**src/rtl/cartoon_pkg.sv**
```systemverilog
// ---------------------------------------------------------------------------
// cartoon_pkg
// Shared types and constants for the cartoonifier write path.
//   state_t        : write sequencer states
//   PIX_PER_BURST  : pixels per ping-pong bank (one 32-bit word each)
//   FRAME_W/H      : frame geometry, default pixel count is FRAME_W*FRAME_H
//   BYTES_PER_WORD : Avalon byte-address step per pixel word
// ---------------------------------------------------------------------------
package cartoon_pkg;

   typedef enum logic [1:0] {
      IDLE      = 2'd0,
      WAIT_BANK = 2'd1,
      WRITE     = 2'd2,
      DONE      = 2'd3
   } state_t;

   localparam int PIX_PER_BURST  = 6;
   localparam int FRAME_W        = 640;
   localparam int FRAME_H        = 480;
   localparam int BYTES_PER_WORD = 4;

endpackage

```
**src/rtl/write_burst_ctrl_if.sv**
```systemverilog
// ---------------------------------------------------------------------------
// write_burst_ctrl_if
// Avalon-MM write-only master bundle between the burst controller and SDRAM.
//   master_write       : write strobe (master -> slave)
//   master_address     : byte address  (master -> slave)
//   master_waitrequest : stall         (slave  -> master)
// ---------------------------------------------------------------------------
interface write_burst_ctrl_if #(
   parameter int ADDR_W = 32
);
   logic              master_write;
   logic [ADDR_W-1:0] master_address;
   logic              master_waitrequest;

   modport master (
      output master_write,
      output master_address,
      input  master_waitrequest
   );

   modport slave (
      input  master_write,
      input  master_address,
      output master_waitrequest
   );
endinterface

```
**src/rtl/write_burst_ctrl_bank_tracker.sv**
```systemverilog
// ---------------------------------------------------------------------------
// bank_tracker
// Owns the ping-pong bank occupancy for the pixel write buffer.
//   clk, rst      : clock, asynchronous active-high reset
//   clear         : accepted frame start; empties both banks, clears error
//   active        : a frame is in progress (WAIT_BANK or WRITE)
//   bank_loaded   : producer finished filling fill_bank
//   drain_release : last word of drain_bank accepted by the bus
//   bank_full     : per-bank occupancy
//   fill_bank     : bank the producer writes next
//   drain_bank    : bank being written out
//   fill_ready    : fill_bank is empty and a frame is active
//   overflow_err  : sticky; bank_loaded seen while fill_ready was low
// ---------------------------------------------------------------------------
module bank_tracker (
   input  logic       clk,
   input  logic       rst,
   input  logic       clear,
   input  logic       active,
   input  logic       bank_loaded,
   input  logic       drain_release,
   output logic [1:0] bank_full,
   output logic       fill_bank,
   output logic       drain_bank,
   output logic       fill_ready,
   output logic       overflow_err
);

   logic [1:0] bank_full_reg;
   logic [1:0] bank_full_next;
   logic       fill_bank_reg;
   logic       drain_bank_reg;
   logic       overflow_err_reg;
   logic       load_ok;
   logic       load_bad;

   assign fill_ready = active && !bank_full_reg[fill_bank_reg];
   assign load_ok    = bank_loaded && fill_ready;
   assign load_bad   = bank_loaded && active && !fill_ready;

   // A load and a drain release in the same cycle always hit different
   // banks (the fill bank is never the one being drained while full), so
   // each bank sees at most one of the two events.
   genvar gi;
   generate
      for (gi = 0; gi < 2; gi++) begin : g_bank
         always_comb begin
            bank_full_next[gi] = bank_full_reg[gi];
            if (load_ok && (fill_bank_reg == gi[0]))
               bank_full_next[gi] = 1'b1;
            if (drain_release && (drain_bank_reg == gi[0]))
               bank_full_next[gi] = 1'b0;
         end
      end
   endgenerate

   always_ff @(posedge clk or posedge rst) begin
      if (rst) begin
         bank_full_reg    <= 2'b00;
         fill_bank_reg    <= 1'b0;
         drain_bank_reg   <= 1'b0;
         overflow_err_reg <= 1'b0;
      end else if (clear) begin
         bank_full_reg    <= 2'b00;
         fill_bank_reg    <= 1'b0;
         drain_bank_reg   <= 1'b0;
         overflow_err_reg <= 1'b0;
      end else begin
         bank_full_reg <= bank_full_next;
         if (load_ok)
            fill_bank_reg <= !fill_bank_reg;
         if (drain_release)
            drain_bank_reg <= !drain_bank_reg;
         if (load_bad)
            overflow_err_reg <= 1'b1;
      end
   end

   assign bank_full    = bank_full_reg;
   assign fill_bank    = fill_bank_reg;
   assign drain_bank   = drain_bank_reg;
   assign overflow_err = overflow_err_reg;

endmodule

```
**src/rtl/write_burst_ctrl.sv**
```systemverilog
// ---------------------------------------------------------------------------
// write_burst_ctrl
// Scheduler and Avalon-MM write sequencer for the ping-pong pixel buffer.
//   clk, rst      : clock, asynchronous active-high reset
//   start         : pulse, begins a frame (only honoured in IDLE)
//   base_addr     : frame base byte address, sampled on accepted start
//   bank_loaded   : pulse, producer finished the current fill bank
//   fill_bank     : bank the producer must write
//   fill_ready    : fill bank empty and frame active
//   drain_bank    : bank being written to SDRAM
//   word_sel      : pixel index within drain_bank for the buffer mux
//   burst_done    : pulse, cycle after the last word of a bank is accepted
//   frame_done    : pulse, cycle after the last word of the frame is accepted
//   overflow_err  : sticky, bank_loaded while fill_ready was low
//   bus           : Avalon-MM write master (write/address/waitrequest)
// ---------------------------------------------------------------------------
module write_burst_ctrl
   import cartoon_pkg::*;
#(
   parameter int PIX_PER_BURST = cartoon_pkg::PIX_PER_BURST,
   parameter int TOTAL_PIXELS  = FRAME_W * FRAME_H,
   parameter int ADDR_W        = 32
) (
   input  logic              clk,
   input  logic              rst,
   input  logic              start,
   input  logic [ADDR_W-1:0] base_addr,
   input  logic              bank_loaded,
   output logic              fill_bank,
   output logic              fill_ready,
   output logic              drain_bank,
   output logic [2:0]        word_sel,
   output logic              burst_done,
   output logic              frame_done,
   output logic              overflow_err,
   write_burst_ctrl_if.master bus
);

   localparam int CNT_W = $clog2(TOTAL_PIXELS + 1);

   state_t            state_reg;
   state_t            state_next;
   logic [ADDR_W-1:0] addr_reg;
   logic [2:0]        word_idx_reg;
   logic [CNT_W-1:0]  pix_cnt_reg;
   logic              burst_done_reg;
   logic [1:0]        bank_full;

   logic start_accept;
   logic active;
   logic accept;
   logic last_word;
   logic last_pix;
   logic drain_ready;

   assign start_accept = start && (state_reg == IDLE);
   assign active       = (state_reg == WAIT_BANK) || (state_reg == WRITE);
   assign accept       = (state_reg == WRITE) && !bus.master_waitrequest;
   assign last_word    = (word_idx_reg == 3'(PIX_PER_BURST - 1));
   assign last_pix     = (pix_cnt_reg == CNT_W'(TOTAL_PIXELS - 1));
   assign drain_ready  = bank_full[drain_bank];

   bank_tracker u_bank_tracker (
      .clk           (clk),
      .rst           (rst),
      .clear         (start_accept),
      .active        (active),
      .bank_loaded   (bank_loaded),
      .drain_release (accept && last_word),
      .bank_full     (bank_full),
      .fill_bank     (fill_bank),
      .drain_bank    (drain_bank),
      .fill_ready    (fill_ready),
      .overflow_err  (overflow_err)
   );

   // State register
   always_ff @(posedge clk or posedge rst) begin
      if (rst)
         state_reg <= IDLE;
      else
         state_reg <= state_next;
   end

   // Next-state logic
   always_comb begin
      state_next = state_reg;
      case (state_reg)
         IDLE:      if (start) state_next = WAIT_BANK;
         WAIT_BANK: if (drain_ready) state_next = WRITE;
         WRITE:     if (accept && last_word)
                       state_next = last_pix ? DONE : WAIT_BANK;
         DONE:      state_next = IDLE;
         default:   state_next = IDLE;
      endcase
   end

   // Address / word / pixel counters. Everything holds while the bus stalls.
   always_ff @(posedge clk or posedge rst) begin
      if (rst) begin
         addr_reg       <= '0;
         word_idx_reg   <= '0;
         pix_cnt_reg    <= '0;
         burst_done_reg <= 1'b0;
      end else begin
         burst_done_reg <= accept && last_word;
         if (start_accept) begin
            addr_reg     <= base_addr;
            pix_cnt_reg  <= '0;
            word_idx_reg <= '0;
         end else if ((state_reg == WAIT_BANK) && drain_ready) begin
            word_idx_reg <= '0;
         end else if (accept) begin
            addr_reg     <= addr_reg + ADDR_W'(BYTES_PER_WORD);  // wraps freely
            pix_cnt_reg  <= pix_cnt_reg + 1'b1;
            // Park at 0 after the last word so word_sel stays in 0..5
            word_idx_reg <= last_word ? 3'd0 : word_idx_reg + 3'd1;
         end
      end
   end

   // Output logic
   always_comb begin
      bus.master_write   = (state_reg == WRITE);
      bus.master_address = (state_reg == WRITE) ? addr_reg : '0;
      word_sel           = word_idx_reg;
      frame_done         = (state_reg == DONE);
      burst_done         = burst_done_reg;
   end

endmodule

```
**src/flat_wrapper.sv**
```systemverilog
// flat-port wrapper written by rule: the top's interface ports become plain ports
module write_burst_ctrl_flat import cartoon_pkg::*;
#(
   parameter int PIX_PER_BURST = cartoon_pkg::PIX_PER_BURST,
   parameter int TOTAL_PIXELS  = FRAME_W * FRAME_H,
   parameter int ADDR_W        = 32
)
  (clk, rst, start, base_addr, bank_loaded, fill_bank, fill_ready, drain_bank, word_sel, burst_done, frame_done, overflow_err, bus_master_write, bus_master_address, bus_master_waitrequest);
  write_burst_ctrl_if #(.ADDR_W(ADDR_W)) bus_i ();
  input  logic clk;
  input  logic rst;
  input  logic start;
  input  logic [ADDR_W-1:0] base_addr;
  input  logic bank_loaded;
  output logic fill_bank;
  output logic fill_ready;
  output logic drain_bank;
  output logic [2:0] word_sel;
  output logic burst_done;
  output logic frame_done;
  output logic overflow_err;
  output wire logic [$bits(bus_i.master_write)-1:0] bus_master_write;
  output wire logic [$bits(bus_i.master_address)-1:0] bus_master_address;
  input wire logic [$bits(bus_i.master_waitrequest)-1:0] bus_master_waitrequest;
  assign bus_master_write = bus_i.master_write;
  assign bus_master_address = bus_i.master_address;
  assign bus_i.master_waitrequest = bus_master_waitrequest;
  write_burst_ctrl #(.PIX_PER_BURST(PIX_PER_BURST), .TOTAL_PIXELS(TOTAL_PIXELS), .ADDR_W(ADDR_W)) u_core (.clk(clk), .rst(rst), .start(start), .base_addr(base_addr), .bank_loaded(bank_loaded), .fill_bank(fill_bank), .fill_ready(fill_ready), .drain_bank(drain_bank), .word_sel(word_sel), .burst_done(burst_done), .frame_done(frame_done), .overflow_err(overflow_err), .bus(bus_i));
endmodule
```
**config.mk**
```make
export PLATFORM = sky130hd
export DESIGN_NAME = write_burst_ctrl_flat
export DESIGN_NICKNAME = d
export VERILOG_FILES = /design/src/rtl/cartoon_pkg.sv /design/src/rtl/write_burst_ctrl_if.sv /design/src/rtl/write_burst_ctrl_bank_tracker.sv /design/src/rtl/write_burst_ctrl.sv /design/src/flat_wrapper.sv
export SDC_FILE = /design/constraint.sdc
export NUM_CORES = 1
export LEC_CHECK = 0
export ABC_CLOCK_PERIOD_IN_PS = 2600
export CAP_MARGIN = 20
export CORE_MARGIN = 2
export CORE_UTILIZATION = 40
export DETAILED_ROUTE_END_ITERATION = 12
export HOLD_SLACK_MARGIN = 0.03
export PLACE_DENSITY = 0.64
export SYNTH_ARGS = -nofsm -noshare
export SYNTH_HDL_FRONTEND = slang
export SYNTH_SLANG_ARGS = --single-unit
export TNS_END_PERCENT = 10
```
**constraint.sdc**
```tcl
create_clock -name clk -period 2.6 [get_ports clk]
set_input_delay 0.52 -clock clk [delete_from_list [all_inputs] [get_ports clk]]
set_output_delay 0.52 -clock clk [all_outputs]
set_load 0.03 [all_outputs]
```
==> run_results.csv <==
group,metric,value,unit
status,status,"finished, final reports clean",
timing,slew_headroom,57.1,%
layout,nets,549,
logic_synthesis,synth_cells,426,
clock_tree,cts_hold_buf,0,
global_routing,grt_pass1_vias,3362,
die,fp.dieW,101,um
route,wl_per_cell,15.5,um
clock_tree,cts_sinks,62,
logic_synthesis,synth_edf_count,0,
setup_path,path_class,"reg -> reg",
setup_path,required,2.84,ns
clock_tree,postCtsSetupBuffers,0,
global_routing,gr-total-overflow,0,
layout,drive_gt1_share,14.1,%
setup_path,crit_chain,"mux2_4 > a2111o_1 > or4_1 > o311ai_1",
flow_run,max-cap-violations,0,
timing,whs,0.470,ns
layout,antenna_cells,0,
route,drc,0,
logic_synthesis,yosysUniqueCellTypes,41,
pwr,peakVddDrop,0.000890,V
global_routing,busiest_layer,"met2",
timing,fin_crit,2.30,ns
layout,largest_reg_flops,32,
clock_tree,path_clk_slew,0.07,ns
layout,mostFrequentLayoutCell,"dfrtp_1",
logic_synthesis,yosysWarnings,0,
setup_path,critPathMaxStageDelay,0.56,ns
global_routing,met2_usage,33.3,%
timing,skew,0.00842,ns
clock_tree,htreeDepth,3,
die,rows,35,
timing,fin_crit_sh,88.4,%
route,num_vias,3519,
logic_synthesis,synth_top_area_share,41.4,%
logic_synthesis,yosysTopAreaCell,"dfrtp_1",
timing,hold_viol_final,0,
global_routing,grtUsageMet1,25.2,%
die,start_util,40.9,%
timing,timing.fmax,435,MHz
setup_path,path_buf_inv,0,
logic_synthesis,synth_seq_cells,62,
logic_synthesis,synth-main-ff-cell,"dfrtp_1",
setup_path,crit_path_top_delay_cell,"a2111o_1",
pwr,p_leak,0.00195,uW
clock_tree,clk_path_buf_depth,2,
global_routing,met3_usage,4.37,%
clock_tree,clk_latency,0.34,ns
layout,multi_input_area,2030,um^2
setup_path,startpoint,"u_core.u_bank_tracker.drain_bank",
timing,setup-tns-final,0,ns
setup_path,cp_top_family,"compound AO/OA/AOI/OAI gates",
global_routing,grt_util_all_layers,19.7,%
route,wirelength,9640,um
layout,layout_common_cells,"dfrtp_1 (62), buf_4 (45), clkdlybuf4s50_1 (44)",
die,die_h,101,um
logic_synthesis,synth_area_leaders,"dfrtp_1 (41%), and2_1 (5.8%), or4_1 (5.0%)",
die,core,9150,um^2
placed_design,gp_congestion,0.777,
clock_tree,cts_tree,"built",
placed_design,hpwlAfterDp,6850,um
timing,rsz0062_at_grt,"no",
route,first_pass_iters,4,
route,ant_nets,0,
worst_hold_path,hp-start,"u_core.addr_reg[1]",
setup_path,r2r-start,"u_core.u_bank_tracker.drain_bank",
setup_path,end_kind,"flip-flop",
die,ios,79,
timing,worst_pin_slew,0.642,ns
timing,timing.final.max_slew_violations,0,
die,design.die.area,10200,um^2
layout,seq_area,1550,um^2
pwr,p_per_area,1030,nW/um^2
setup_path,crit_fanout,10,
global_routing,grt_first_pass_wirelength,15900,um
layout,areaGrowthSynthToFinish,29.0,%
global_routing,antenna_found_initial,0,
layout,n_fill_cell,869,
worst_hold_path,hp-class,"reg -> reg",
logic_synthesis,yosysSeqAreaShare,41.4,%
setup_path,arrival,2.54,ns
clock_tree,cts_buffers,9,
global_routing,grt_max_degree,38,
route,via_per_inst,5.67,
logic_synthesis,syn_area_per_cell,8.79,um^2
setup_path,startpoint_type,"flip-flop",
layout,finalInstanceArea,4830,um^2
placed_design,placed_area,4600,um^2
logic_synthesis,syn_area,3750,um^2
route,drt-initial-drc-count,99,
placed_design,port_buffers,78,
logic_synthesis,syn_nets,470,
clock_tree,cts_root_buffer,"clkbuf_8",
logic_synthesis,synth-async-reset-ratio,100,%
timing,finalSetupViolCount,0,
## Yosys cell counts, types with 4 or more instances
| cell type | count |
|---|---|
| nand2_1 | 35 |
| xnor2_1 | 9 |
| a21oi_1 | 21 |
| or3_1 | 12 |
| and2_1 | 35 |
| inv_1 | 14 |
| o21ai_0 | 20 |
| o31ai_1 | 23 |
| nand4_1 | 13 |
| ha_1 | 7 |
| and4_1 | 8 |
| clkbuf_1 | 18 |
| o211ai_1 | 5 |
| mux2i_1 | 4 |
| nand3_1 | 19 |
| or4_1 | 25 |
| dfrtp_1 | 62 |
| nor2_1 | 34 |
| a31oi_1 | 25 |
## routing by layer
| layer | part of all wire [%] | vias up | routed length [um] |
|---|---|---|---|
| met3 | 4.0 | 7 | 386 |
| met4 | 0.95 | 0 | 92 |
| met5 | 0 | - | 0 |
| met2 | 49 | 80 | 4690 |
| li1 | - | 1736 | - |
| met1 | 46 | 1696 | 4480 |
## report_power, final
part	internal [uW]	switching (uW)	total, uW
registers	1290	410	1700
logic	939	1360	2300
clock network	592	392	984
total	2820	2160	4980
## cells by family (layout without fill, tap and decap cells)
family / Yosys count / in the layout / synth area share [%]
adder cells (fa/ha/maj): 7 / 7 / 2.34
XOR/XNOR: 12 / 12 / 2.81
buffers and inverters: 38 / 122 / 4.48
flip-flops: 62 / 62 / 41.4
AND/OR/NAND/NOR: 195 / 195 / 29.1
multiplexers: 5 / 5 / 1.47
AO/OA/AOI/OAI: 107 / 107 / 18.4
## final cells by class
type | instances | area share [%]
clock buffer | 11 | 3.13
clock inverter | 5 | 1.68
inverter | 14 | 1.09
multi-input combinational | 326 | 41.9
sequential | 62 | 32.1
tap | 111 | 2.87
timing repair buffer | 92 | 17.2
## worst reg2reg max path, delay by kind of cell, from the launching register on
| kind | cells | cell delay, ns |
|---|---|---|
| DFF | 1 | 0.48 |
| and+or+nand+nor | 1 | 0.52 |
| AOI/OAI and AO/OA | 2 | 0.80 |
| muxes | 1 | 0.39 |
## final timing paths
kind	end	slack [ns]	cells past startpoint
min in group asynchronous	u_core.u_bank_tracker.fill_bank	0.58	2
hold reg to reg	u_core.addr_reg[1]	0.47	2
setup reg to reg	u_core.addr_reg[25]	0.30	4
max in group asynchronous	u_core.addr_reg[21]	1.40	3
hold / removal	u_core.addr_reg[1]	0.47	2
setup / recovery	u_core.addr_reg[25]	0.30	4
## through the flow
| stage | total power [uW] | util (%) | setup slack, ns | instances |
|---|---|---|---|---|
| after floorplan | 3180 | - | 0.308 | 426 |
| after global placement | 3970 | 50.2 | 0.0947 | 605 |
| after detailed placement | 4010 | 50.2 | 0.0695 | 605 |
| after CTS | 5020 | 52.8 | 0.00506 | 621 |
| after global routing | 5340 | 52.8 | 0.172 | 621 |
| final | 4980 | 52.8 | 0.302 | 621 |
## timing repair
item / CTS / global route
setup endpoints to repair: 0 / 1
hold endpoints to repair: 0 / 0
resized for setup: 0 / 1
Power figures use the tool's default switching activity.
